--- src/rtl/bit_paketleyici.sv ---
// Variable-length MSB-first bit writer: packs codes into 32-bit words over valid/ready.
// Define PAD_ONES_EN to pad the final flushed word with 1s instead of 0s.
module bit_paketleyici #(
  parameter int MAX_LEN = 16
) (
  input  logic               clk_i,
  input  logic               rst_i,
  input  logic [MAX_LEN-1:0] veri_i,
  input  logic [5:0]         uzunluk_i,
  input  logic               gecerli_i,
  output logic               hazir_o,
  input  logic               flush_i,
  output logic [31:0]        kelime_o,
  output logic               kelime_gecerli_o,
  input  logic               kelime_hazir_i,
  output logic               bitti_o
);

  typedef enum logic [1:0] {
    CALIS  = 2'd0,
    BOSALT = 2'd1,
    BITTI  = 2'd2
  } durum_e;

  localparam logic [5:0] MAX_LEN_W = 6'(MAX_LEN);
`ifdef PAD_ONES_EN
  localparam logic [31:0] DOLGU_TABAN = 32'hFFFF_FFFF;
`else
  localparam logic [31:0] DOLGU_TABAN = 32'h0000_0000;
`endif

  durum_e      durum_q, durum_d;
  logic [63:0] acc_q, acc_d;
  logic [5:0]  doluluk_q, doluluk_d;
  logic [31:0] kelime_q, kelime_d;
  logic        kelime_gecerli_q, kelime_gecerli_d;
  logic        bitti_q, bitti_d;

  logic [5:0]  boy_s;
  logic [63:0] kod_s;
  logic [6:0]  kayma_s;
  logic [31:0] dolgu_s;
  logic        kabul_s;
  logic        cikis_bos_s;
  logic        tam_kelime_s;

  assign hazir_o          = rst_i && (durum_q == CALIS) && (doluluk_q < 6'd32);
  assign kabul_s          = gecerli_i && hazir_o;
  assign cikis_bos_s      = !kelime_gecerli_q || kelime_hazir_i;
  assign tam_kelime_s     = (doluluk_q >= 6'd32);
  assign kelime_o         = kelime_q;
  assign kelime_gecerli_o = kelime_gecerli_q;
  assign bitti_o          = bitti_q;

  // Saturate the length, mask the code and find where it lands in the accumulator
  always_comb begin
    if (uzunluk_i > MAX_LEN_W) begin
      boy_s = MAX_LEN_W;
    end else begin
      boy_s = uzunluk_i;
    end
    kod_s   = {{(64-MAX_LEN){1'b0}}, veri_i} & ((64'd1 << boy_s) - 64'd1);
    kayma_s = 7'd64 - {1'b0, doluluk_q} - {1'b0, boy_s};
    dolgu_s = DOLGU_TABAN >> doluluk_q;
  end

  // Next-state, accumulator and output-word logic
  always_comb begin
    durum_d   = durum_q;
    acc_d     = acc_q;
    doluluk_d = doluluk_q;
    kelime_d  = kelime_q;
    if (kelime_gecerli_q && kelime_hazir_i) begin
      kelime_gecerli_d = 1'b0;
    end else begin
      kelime_gecerli_d = kelime_gecerli_q;
    end

    case (durum_q)
      CALIS: begin
        if (tam_kelime_s && cikis_bos_s) begin
          kelime_d         = acc_q[63:32];
          kelime_gecerli_d = 1'b1;
          acc_d            = {acc_q[31:0], 32'h0000_0000};
          doluluk_d        = doluluk_q - 6'd32;
        end else if (kabul_s && (boy_s != 6'd0)) begin
          acc_d     = acc_q | (kod_s << kayma_s);
          doluluk_d = doluluk_q + boy_s;
        end else begin
          acc_d = acc_q;
        end
        // A symbol accepted alongside the flush request is already in acc_d
        if (flush_i) begin
          durum_d = BOSALT;
        end else begin
          durum_d = CALIS;
        end
      end
      BOSALT: begin
        if (tam_kelime_s && cikis_bos_s) begin
          kelime_d         = acc_q[63:32];
          kelime_gecerli_d = 1'b1;
          acc_d            = {acc_q[31:0], 32'h0000_0000};
          doluluk_d        = doluluk_q - 6'd32;
        end else if (!tam_kelime_s && (doluluk_q != 6'd0) && cikis_bos_s) begin
          kelime_d         = acc_q[63:32] | dolgu_s;
          kelime_gecerli_d = 1'b1;
          acc_d            = 64'h0;
          doluluk_d        = 6'd0;
        end else if ((doluluk_q == 6'd0) && cikis_bos_s) begin
          durum_d = BITTI;
        end else begin
          durum_d = BOSALT;
        end
      end
      BITTI: begin
        acc_d     = 64'h0;
        doluluk_d = 6'd0;
        durum_d   = CALIS;
      end
      default: begin
        acc_d     = 64'h0;
        doluluk_d = 6'd0;
        durum_d   = CALIS;
      end
    endcase

    bitti_d = (durum_d == BITTI);
  end

  // State and datapath registers with synchronous active-low reset
  always_ff @(posedge clk_i) begin
    if (!rst_i) begin
      durum_q          <= CALIS;
      acc_q            <= 64'h0;
      doluluk_q        <= 6'd0;
      kelime_q         <= 32'h0000_0000;
      kelime_gecerli_q <= 1'b0;
      bitti_q          <= 1'b0;
    end else begin
      durum_q          <= durum_d;
      acc_q            <= acc_d;
      doluluk_q        <= doluluk_d;
      kelime_q         <= kelime_d;
      kelime_gecerli_q <= kelime_gecerli_d;
      bitti_q          <= bitti_d;
    end
  end

endmodule

--- config.mk ---
export PLATFORM = sky130hd
export DESIGN_NAME = bit_paketleyici
export DESIGN_NICKNAME = d
export VERILOG_FILES = /design/src/rtl/bit_paketleyici.sv
export SDC_FILE = /design/constraint.sdc
export NUM_CORES = 1
export LEC_CHECK = 0
export ABC_AREA = 1
export CAP_MARGIN = 20
export CORE_ASPECT_RATIO = 1.5
export CORE_MARGIN = 8
export CORE_UTILIZATION = 35
export CTS_BUF_LIST = sky130_fd_sc_hd__clkbuf_8
export CTS_CLUSTER_DIAMETER = 200
export CTS_CLUSTER_SIZE = 8
export DETAILED_ROUTE_END_ITERATION = 10
export PLACE_DENSITY_LB_ADDON = 0.25
export SETUP_SLACK_MARGIN = 0.1
export SYNTH_ARGS = -nofsm -noshare
export SYNTH_HDL_FRONTEND = slang
export SYNTH_SLANG_ARGS = --single-unit
--- constraint.sdc ---
create_clock -name clk_i -period 7.54 [get_ports clk_i]
set_input_delay 0.754 -clock clk_i [delete_from_list [all_inputs] [get_ports clk_i]]
set_output_delay 0.754 -clock clk_i [all_outputs]
set_load 0.1 [all_outputs]
# Yosys cells after proc, flatten, opt, wreduce, memory -nomap -nowiden

Index checks and enable logic that the tools add are counted.

Register bits after elaboration: 106
Bits of input ports: 27
Output and inout port bits: 35
Logic and storage cells: 69

Add/sub/neg operators: 5
$lt $le $gt $ge: 3
Equal/unequal tests: 5
Shifts and indexed selects: 3
Multiplexer cells: 25
Bitwise logic cells: 3
Reduce and logical (&&, ||, !) cells: 19

Operators by type and width:

| operator                                                             | number |
|---|---|
| 64-bit two-way mux                                                   | 4 |
| 64-bit one-hot mux with 2 select lines                               | 1 |
| 32-bit two-way mux                                                   | 3 |
| 16-bit by 64-bit bitwise AND with 64-bit output                      | 1 |
| 64-bit bitwise OR                                                    | 1 |
| 32-bit one-hot mux with 2 select lines                               | 1 |
| 1-bit by 6-bit left shift with 64-bit output, first input constant   | 1 |
| 64-bit by 7-bit left shift with 64-bit output                        | 1 |
| 64-bit by 1-bit subtractor with 64-bit output, second input constant | 1 |
| 32-bit bitwise OR                                                    | 1 |
| 1-bit by 6-bit >> shifter with 32-bit output, first input constant   | 1 |
| 6-bit two-way mux                                                    | 5 |
| 6-bit one-hot mux with 2 select lines                                | 1 |
| 6-bit nonzero test                                                   | 2 |
| 1-bit logical AND                                                    | 9 |
| 7-bit by 6-bit subtractor with 7-bit output                          | 1 |
| 7-bit by 6-bit subtractor with 7-bit output, first input constant    | 1 |
| 6-bit adder                                                          | 1 |
| 6-bit greater-or-equal comparator, second input constant             | 1 |
| 6-bit by 5-bit > comparator with 1-bit output, second input constant | 1 |
| 6-bit logical NOT                                                    | 1 |
| 6-bit less-than comparator, second input constant                    | 1 |
| 2-bit two-way mux                                                    | 3 |
| 6-bit subtractor, second input constant                              | 1 |
| other kinds (14)                                                     | 19 |

# Logic depth before layout (Yosys ltp)

Word-level depth: 10
Depth in mapped cells: 23
Depth with buffers taken out: 23

# Worst setup path after synthesis

No wires, ideal clock.

Kind: input port to flip-flop
From: in rst_i
To: reg acc_q[31]
Setup time: 0.071 ns
Arrival time: 5.185 ns
Required time: 7.469 ns
Setup slack: 2.284 ns
Stages: 9
Path buffers: 1
Cells stage by stage: inv_2 nor4_1 nand3_1 nand2_1 inv_2 nor3_4 buf_2 nand4_1 a21oi_1

Word-level cells in the longest chain between the ends: 6

RTL lines:

| item                                                      | line | text |
|---|---|---|
| start: declaration                                        | 7    | `input logic rst_i,` |
| 1-bit logical AND (2 in series)                           | 47   | `assign hazir_o = rst_i && (durum_q == CALIS) && (doluluk_q < 6'd32);` |
| net hazir_o                                               | 11   | `output logic hazir_o,` |
| 1-bit logical AND                                         | 48   | `assign kabul_s = gecerli_i && hazir_o;` |
| 1-bit logical AND                                         | 86   | `end else if (kabul_s && (boy_s != 6'd0)) begin` |
| 3-bit by 1-bit != test with 1-bit output (no source line) | n/a  |  |
| 2-bit AND reduction (no source line)                      | n/a  |  |
| end signal: assignment                                    | 135  | `acc_q <= 64'h0;` |
| end signal: assignment                                    | 142  | `acc_q <= acc_d;` |
| end: declaration                                          | 33   | `logic [63:0] acc_q, acc_d;` |

The timed path passes the listed nets, and every way through them passes these cells.
A chain may end at the register's enable or synchronous reset.

# Worst setup path after layout

From: in uzunluk_i[5]
To: reg acc_q[37]

Word-level cells in the longest chain between the ends: 10
Elaborated cells on any way between the ends: 15
Those cells by class: add/sub: 2; order compare: 1; eq/ne: 1; shift: 2; mux: 4; bitwise: 2; reduce/logical: 3

RTL lines:

| item                                            | line | text |
|---|---|---|
| start: declaration                              | 9    | `input logic [5:0] uzunluk_i,` |
| 6-bit by 5-bit > comparator with 1-bit output   | 57   | `if (uzunluk_i > MAX_LEN_W) begin` |
| 6-bit two-way mux *                             | 57   |  |
| 1-bit by 6-bit left shift with 64-bit output    | 62   | `kod_s = {{(64-MAX_LEN){1'b0}}, veri_i} & ((64'd1 << boy_s) - 64'd1);` |
| 64-bit by 1-bit subtractor with 64-bit output   | 62   |  |
| 16-bit by 64-bit bitwise AND with 64-bit output | 62   |  |
| 64-bit by 7-bit left shift with 64-bit output   | 87   | `acc_d = acc_q \| (kod_s << kayma_s);` |
| 64-bit bitwise OR                               | 87   |  |
| 64-bit two-way mux                              | 86   |  |
| 64-bit two-way mux                              | 81   | `if (tam_kelime_s && cikis_bos_s) begin` |
| 64-bit one-hot mux with 2 select lines          | 79   | `case (durum_q)` |

Mark *: on every way between the ends. The rest lies on a longest branch, timed or not. The select of a mux whose other input is x is not followed.

==> run_results.csv <==
group,metric,value,unit
critical_path,critical_path_peak_fanout,12,
global_route,global_route_total_usage_across_every_layer,0.179,
finish,fillers,2131,
timing,finalHoldViolCount,0,
die,floorplan.die.width,130,um
synth,synth_top_cell_area_share,0.313,
finish,design.final.nets,1144,
timing,worst_clock_skew,0.0207,ns
clocking,clkSinkCount,106,
power,power,3.29,mW
power,vdd_ir_drop_max,0.218,mV
routing,m1WireLength,8.84,mm
global_route,maximum_number_of_pins_on_one_net_before_global_route_repair,65,
power,power-per-cell-area,425,mW/mm2
die,design.portCount,62,
clocking,clock_tree.htree_level_count,3,
synth,ys_ff_latch,106,
global_route,first_global_vias,6655,
timing,max_freq,210,MHz
die,die_outline_area,0.0242,mm2
routing,routed-wl-met3,778,um
synth,yosysUniqueCellTypes,41,
power,power.leakage,3.28,nW
critical_path,path_cells,"clkdlybuf4s50_1 -> nor2_4 -> nand2_4 -> ha_1 -> ha_1 -> a21oi_1 -> and2_1 -> inv_1 -> a21oi_1 -> nor2_1 -> nor2_1 -> xnor2_1 -> inv_1 -> nor2_1 -> nand2_1 -> nor2_1 -> o21ai_1 -> a21oi_1",
placement,dpl.hpwl,16.4,mm
global_route,globalRoute.totalOverflow,0,
critical_path,timing.critical_path.buf_inv,3,
timing,relSlewSlack,0.329,
finish,mostFrequentLayoutCell,"sky130_fd_sc_hd__nand2_1",
clocking,cts.clk_slew.worst_paths,0.11,ns
timing,finalSetupViolations,0,
synth,synth_area_leader_cell,"sky130_fd_sc_hd__dfxtp_1",
synth,async_set_or_reset_flop_fraction_in_the_synthesized_netlist,0,
die,core_region_area,0.0191,mm2
routing,avgViaCountPerCell,5.21,
clocking,postCtsHoldBufs,0,
synth,synth_area,0.00678,mm2
die,fp-row-count,62,
critical_path,critical-path-max-stage-delay,0.58,ns
clocking,clock_latency,0.39,ns
routing,drt_iter0_drc,501,
die,die_height,186,um
timing,report.final.slew_viol_count,0,
placement,port-buffer-count,61,
synth,ys.warnings.count,0,
finish,area_growth,14.4,%
critical_path,critical-path-top-cell-by-count,"sky130_fd_sc_hd__nor2_1",
critical_path,critPathTopFamily,"simple AND/OR/NAND/NOR gates",
die,initial_utilization,0.355,
critical_path,crit_type,"in -> reg",
finish,layout_common_cells,"232 x sky130_fd_sc_hd__nand2_1, 144 x sky130_fd_sc_hd__a21oi_1, 137 x sky130_fd_sc_hd__nand3_1",
finish,antennaDiodeCount,0,
critical_path,critPathArrivalTime,5.08,ns
clocking,tritoncts_clock_tree,"done",
clocking,cts_setup_buffers,0,
synth,gate_count_of_the_mapped_netlist,1070,
critical_path,reg2reg_slack,3.82,ns
routing,drc_violation_count_after_routing,0,
timing,period_needed,4.76,ns
run_status,outcome,"finished clean",
synth,dominantRegCellSynth,"sky130_fd_sc_hd__dfxtp_1",
timing,unrepaired_setup_endpoints_after_global_routing,"no",
hold_path,hp-class,"reg -> reg",
job,cap_viol_max_count,0,
routing,wl_per_cell,15.9,um
routing,via_count,7074,
synth,syn-num-nets,1116,
finish,drive_gt1_frac,0.0653,
critical_path,critical_path.endpoint_type,"flip-flop",
routing,wl,21.6,mm
timing,aggregate_negative_setup_slack,0,ns
routing,dr.max_layer_used,"met4",
routing,drt-pass1-iter-count,5,
synth,synth-edff-count,0,
global_route,initial_antenna_violation_count,0,
clocking,postCtsResizedCells,0,
timing,actual_transition_at_the_worst_max_transition_pin,1.00,ns
routing,postRouteAntennaNets,0,
global_route,first_pass_grt_wire_length,34.7,mm
timing,period_share,0.631,
clocking,cts_inserted_buffers,9,
synth,yosysSeqAreaShare,0.313,
clocking,cts_buffer_depth,2,
placement,globalplace.congestion,0.966,
critical_path,cpMaxStageDelayCell,"sky130_fd_sc_hd__nor2_1",
synth,ys_top_cells_by_area,"sky130_fd_sc_hd__dfxtp_1 31%, sky130_fd_sc_hd__nand2_1 13%, sky130_fd_sc_hd__a21oi_1 11%, sky130_fd_sc_hd__nand3_1 10%, sky130_fd_sc_hd__inv_1 6.4%",
critical_path,critical_path_required,7.85,ns
routing,detailroute.wirelength.met2,11.0,mm
clocking,clock-root-buffer,"sky130_fd_sc_hd__clkbuf_8",
synth,avgSynthCellArea,6.34,um2
critical_path,critPathLaunchType,"input pin",
[area by class of cell]
cell class | instances | area, um2 | area share
Tap cell | 256 | 320 | 0.0413
Clock buffer | 9 | 124 | 0.0160
Timing Repair Buffer | 71 | 693 | 0.0894
Inverter | 127 | 477 | 0.0615
Clock inverter | 7 | 88.8 | 0.0115
Sequential cell | 106 | 2120 | 0.274
Multi-Input combinational cell | 783 | 3930 | 0.507
[where the power goes]
part	switching, mW	total, mW	internal (mW)	leakage (nW)
combinational	1.66	2.20	0.538	2.31
clock	0.223	0.385	0.161	0.108
sequential	0.0463	0.711	0.665	0.861
total	1.93	3.29	1.36	3.28
[kinds of logic after synthesis]
kind of cell | after synthesis | synth area share
and+or+nand+nor | 528 | 0.356
AOI/OAI and AO/OA | 227 | 0.172
buffers and inverters | 181 | 0.110
DFF | 106 | 0.313
adders and majority gates | 19 | 0.0384
xor gates and xnor gates | 8 | 0.0103
other | 1 | 0.000553
[synthesized netlist by cell type (10+ instances only)]
library cell / number
sky130_fd_sc_hd__nand2_1: 232
sky130_fd_sc_hd__a21oi_1: 144
sky130_fd_sc_hd__nand3_1: 137
sky130_fd_sc_hd__inv_1: 116
sky130_fd_sc_hd__dfxtp_1: 106
sky130_fd_sc_hd__nor2_1: 94
sky130_fd_sc_hd__o21ai_0: 60
sky130_fd_sc_hd__clkbuf_1: 27
sky130_fd_sc_hd__nand4_1: 22
sky130_fd_sc_hd__buf_2: 17
sky130_fd_sc_hd__ha_1: 16
sky130_fd_sc_hd__nand3_2: 15
sky130_fd_sc_hd__o21ai_1: 13
sky130_fd_sc_hd__inv_2: 10
[metal layers]
metal / global-route usage / vias to the layer above
met4: 0.0915 / 0
li1: - / 3573
met3: 0.0197 / 51
met1: 0.207 / 3278
met2: 0.314 / 172
met5: 0 / -
[worst paths after layout]
check | from | end | depth (start not counted)
min reg2reg | acc_q[31] | acc_q[31] | 2
max reg2reg | doluluk_q[3] | acc_q[37] | 16
min | acc_q[31] | acc_q[31] | 2
max | uzunluk_i[5] | acc_q[37] | 18
[sequential cells by signal (all words and copies together), names as in the netlist]
name and flops:
durum_q 2, bitti_o 1, kelime_gecerli_o 1, acc_q 64, doluluk_q 6, kelime_o 32
[worst reg2reg max path: stages (launching register included)]
cell and delay [ns]:
sky130_fd_sc_hd__dfxtp_1 0.35, sky130_fd_sc_hd__inv_1 0.07, sky130_fd_sc_hd__ha_1 0.36, sky130_fd_sc_hd__ha_1 0.38, sky130_fd_sc_hd__a21oi_1 0.15, sky130_fd_sc_hd__and2_1 0.19, sky130_fd_sc_hd__inv_1 0.06, sky130_fd_sc_hd__a21oi_1 0.11
sky130_fd_sc_hd__nor2_1 0.05, sky130_fd_sc_hd__nor2_1 0.10, sky130_fd_sc_hd__xnor2_1 0.12, sky130_fd_sc_hd__inv_1 0.12, sky130_fd_sc_hd__nor2_1 0.58, sky130_fd_sc_hd__nand2_1 0.44, sky130_fd_sc_hd__nor2_1 0.33, sky130_fd_sc_hd__o21ai_1 0.11
sky130_fd_sc_hd__a21oi_1 0.13
[through the flow]
step / std cells / cell area (um2) / util / hold WS (ns) / worst slack (ns)
after floorplan: 1070 / 6780 / - / 0.430 / 2.28
after global routing: 1359 / 7750 / 0.406 / 0.475 / 2.54
after CTS: 1358 / 7740 / 0.406 / 0.460 / 2.84
after detailed placement: 1342 / 7530 / 0.394 / 0.443 / 2.42
after global placement: 1342 / 7530 / 0.394 / 0.441 / 2.38
final: 1359 / 7750 / 0.406 / 0.457 / 2.78
Note: power is estimated with default switching activity, not from simulation.
==> patch 1, RTL diff (same settings) <==
Register the output `kelime_o` once more, cleared by the reset; this adds one clock of latency there. The other outputs are not delayed to match.
--- a/src/rtl/bit_paketleyici.sv
+++ b/src/rtl/bit_paketleyici.sv
@@ -50,3 +50,9 @@
   assign tam_kelime_s     = (doluluk_q >= 6'd32);
-  assign kelime_o         = kelime_q;
+  always_ff @(posedge clk_i) begin
+    if (!rst_i) begin
+      kelime_o <= '0;
+    end else begin
+      kelime_o <= kelime_q;
+    end
+  end
   assign kelime_gecerli_o = kelime_gecerli_q;
Behaviour: not the same (Yosys sat finds a counterexample within 4 cycles, from zero or initial values and one cycle with rst_i low).
==> patch 1 against the unedited design <==
  * Clock skew shrank 0.0057 ns
  * Final area increased by 17%
  * Total power rose by 5.0%
  * Largest power group unchanged
  * First-iteration DRC count shrank 22%
  * Highest routed layer unchanged
  * Sequential cell count rose by 32
  * Setup slack worse by 0.011 ns
  * Synthesized area grew 15%
  * Wire length increased by 7.0%
==> patch 1: results (changes against the unedited design) <==
status finished, final reports clean; flop-to-flop setup slack 3.72 ns (-0.10 ns); Worst-path clk slew 0.08 ns (-0.03 ns); DP Area 8630 um2 (+15%); placed insts 1506 (+12%); worst hold slack 0.413 ns (-0.0443 ns); register area 2760 um2 (+30%); #MultiIn Comb 866 (+11%); Yosys cell types 44 (+7.3%); non-clock inverter count 153 (+20%); top cells by count, synth nand2_1, inv_1, dfxtp_1, nand3_1, a21oi_1; clkbuf count 20 (+11); hold path startpoint kelime_q[31]$_SDFFE_PN0P_; sequential cell count 138 (+30%); GRT Util Overall 16.9% (-1.0 points); Worst Hold Path EP kelime_o[31]$_SDFF_PN0_; 1st-iter DRT viols 391 (-22%); Post-Route WL 23.1 mm (+7.0%); worst setup path end acc_q[46]$_SDFFE_PN0P_; share of layout cells above drive strength 1 7.63% (+1.1 points); layout net count 1295 (+13%); slew margin rel. 34.3% (+1.4 points); leakage power 4.10 nW (+25%); global-route wire length before repair 38.1 mm (+10%); Syn Inst Count 1216 (+14%); Crit-path slowest cell ha_1; DP Worst Slack 2.35 ns (-0.0703 ns); met1 usage 18.7% (-2.0 points); CP delay by family, top buffers and inverters; peak fanout along the critical path 24 (+12); Final Skew 0.0150 ns (-0.00570 ns); main area contributors after synthesis dfxtp_1, nand2_1, nand3_1, inv_1, a21oi_1; Num CTS Buffers 17 (+8); met3 usage 2.50% (+0.53 points); H-Tree Level Count 4 (+1); Critical Path Source uzunluk_i[1]; signal buffers share of area 7.70% (-1.2 points); Clock Latency Late Sink 0.45 ns (+0.06 ns)
patch 1: power groups by stage:
| stage | registers (mW) | logic (mW) | clock network [mW] |
|---|---|---|---|
| after floorplan | 1.09 | 1.26 | 0 |
| after global placement | 0.927 | 1.91 | 0 |
| after detailed placement | 0.930 | 1.92 | 0 |
| after CTS | 0.914 | 1.92 | 0.636 |
| after global routing | 0.930 | 2.13 | 0.666 |
| final | 0.914 | 1.92 | 0.625 |
patch 1: logic make-up (layout without fill, tap and decap cells):
kind of cell | count (synthesis) | count (layout) | synth area share (%)
flip-flops | 138 | 138 | 35.3
other | 1 | 2 | 0.0479
buffers and inverters | 212 | 255 | 10.7
AND/OR/NAND/NOR | 644 | 644 | 36.6
XOR/XNOR | 6 | 6 | 0.767
AO/OA/AOI/OAI | 196 | 196 | 13.3
adder cells (fa/ha/maj) | 19 | 19 | 3.32
==> patch 2, RTL diff (same settings) <==
Without the edit above. Build with the macro `PAD_ONES_EN` defined.
--- a/src/rtl/bit_paketleyici.sv
+++ b/src/rtl/bit_paketleyici.sv
@@ -2,2 +2,4 @@
 // Define PAD_ONES_EN to pad the final flushed word with 1s instead of 0s.
+`define PAD_ONES_EN
+
 module bit_paketleyici #(
Formal check against the unedited RTL: not equivalent (Yosys sat finds a counterexample within 4 cycles, from zero or initial values and one cycle with rst_i low).
==> patch 2 against the unedited design <==
  * Setup slack better by 0.28 ns
  * Final area is 3.4% higher
  * Wire length is 9.7% higher
  * Sequential share of layout area is 0.90 points lower
  * Synthesized area is 3.3% higher
  * Critical path depth is 2 higher
  * Sequential cell count stayed put
  * Largest cell class unchanged
Power is left out: the tool's default activity adds up to more than one toggle a clock period on the data nets, which glitch-free logic cannot reach.
==> patch 2: results (changes against the unedited design) <==
DRC 0 (unchanged); Final Skew 0.0252 ns (+0.00450 ns); initial antenna violation count 0 (unchanged); Post-Route WL 23.6 mm (+9.7%); Initial DRT Pass Iterations 6 (+1); GRT Util Overall 18.9% (+0.99 points); Worst-path clk slew 0.11 ns (about the same); DPL Wire Length 18.3 mm (+12%); share of layout cells above drive strength 1 6.94% (+0.41 points); H-Tree Level Count 3 (unchanged); asr flop ratio synth 0% (unchanged); via count 7508 (+6.1%); status finished, final reports clean; peak fanout along the critical path 18 (+6); main area contributors after synthesis dfxtp_1, nand2_1, a21oi_1, nand3_1, inv_1; largest net degree at the start of global routing 65 (unchanged); Top reg by flops acc_q; Port Buffers 61 (unchanged); max reg flops 64 (unchanged); Slew @ Worst Pin 0.997 ns (-0.00688 ns); Hold Crit Class flip-flop to flip-flop; Seq/Total Area, Yosys 30.3% (-1.0 points); Arrival @ worst endpoint 4.80 ns (-0.28 ns); root buf cell clkbuf_8; Post-CTS Repair Setup Buffers 0 (unchanged); 1st-iter DRT viols 592 (+18%); top cells by count, synth nand2_1, a21oi_1, nand3_1, inv_1, dfxtp_1; Num CTS Buffers 9 (unchanged); syn nets 1164 (+4.3%); Clock Latency Late Sink 0.39 ns (about the same); Yosys cell types 43 (+4.9%); Post-CTS Resized 0 (unchanged); deepest clock path buffer count 2 (unchanged); RD Place Congestion 0.923 (-4.4%); Final Hold Vio Count 0 (unchanged); global-route wire length before repair 38.1 mm (+9.8%); vias in the first global route 7128 (+7.1%)
[patch 2: final cells by class]
cell class	instances	area (um2)
fillers	2162	11700
multi-input cells	827	4170
flip-flops and latches	106	2120
repair buffers	74	708
inverters	130	493
well taps	260	325
clock buffers	10	138
clock inverters	6	65.1
[patch 2: logic make-up (layout without fill, tap and decap cells)]
| group | count (synthesis) | after routing | synth area share (%) |
|---|---|---|---|
| AND/OR/NAND/NOR | 539 | 539 | 34.8 |
| AO/OA/AOI/OAI | 261 | 261 | 19.7 |
| buffers and inverters | 185 | 220 | 10.6 |
| flip-flops | 106 | 106 | 30.3 |
| adder cells (fa/ha/maj) | 19 | 19 | 3.71 |
| XOR/XNOR | 7 | 7 | 0.875 |
| other | 1 | 1 | 0.0535 |
[patch 2: worst paths after layout]
check / from / to / cells after the start / slack (ns)
max reg2reg: doluluk_q[3]$_SDFFE_PN0P_ / acc_q[46]$_SDFFE_PN0P_ / 18 / 3.40
min: acc_q[22]$_SDFFE_PN0P_ / acc_q[22]$_SDFFE_PN0P_ / 2 / 0.45
min reg2reg: acc_q[22]$_SDFFE_PN0P_ / acc_q[22]$_SDFFE_PN0P_ / 2 / 0.45
max: uzunluk_i[5] / acc_q[46]$_SDFFE_PN0P_ / 20 / 3.06
[patch 2: stage by stage]
step / hold WS, ns / utilization (%) / cells / worst slack (ns) / area (um2)
2_1_floorplan: 0.429 / - / 1118 / 4.24 / 7010
6_report: 0.452 / 40.7 / 1413 / 3.06 / 8020
3_5_place_dp: 0.440 / 39.7 / 1397 / 2.70 / 7810
5_1_grt: 0.471 / 40.7 / 1413 / 2.68 / 8020
3_3_place_gp: 0.438 / 39.7 / 1397 / 2.82 / 7810
4_1_cts: 0.454 / 40.7 / 1413 / 3.09 / 8020
[patch 2: critical path, stage by stage]
cell and delay [ns]:
clkdlybuf4s50_1 0.45, nor2_4 0.32, nand2_4 0.14, ha_1 0.38, ha_1 0.39, a21o_1 0.19, a31oi_1 0.30, inv_1 0.07
a21oi_1 0.14, o21bai_1 0.09, xor2_1 0.16, inv_1 0.08, nor2_1 0.37, buf_4 0.33, inv_1 0.20, o21ai_0 0.12
nand2_1 0.07, nand2_1 0.05, nand2_1 0.04, a21oi_1 0.13
[patch 2: metal layers]
metal	track usage [%]	vias up	share of wire, %
met5	0	-	0
met4	11.0	0	5.4
met1	22.4	3383	41
met3	2.02	71	5.0
met2	32.4	274	48
li1	-	3780	-
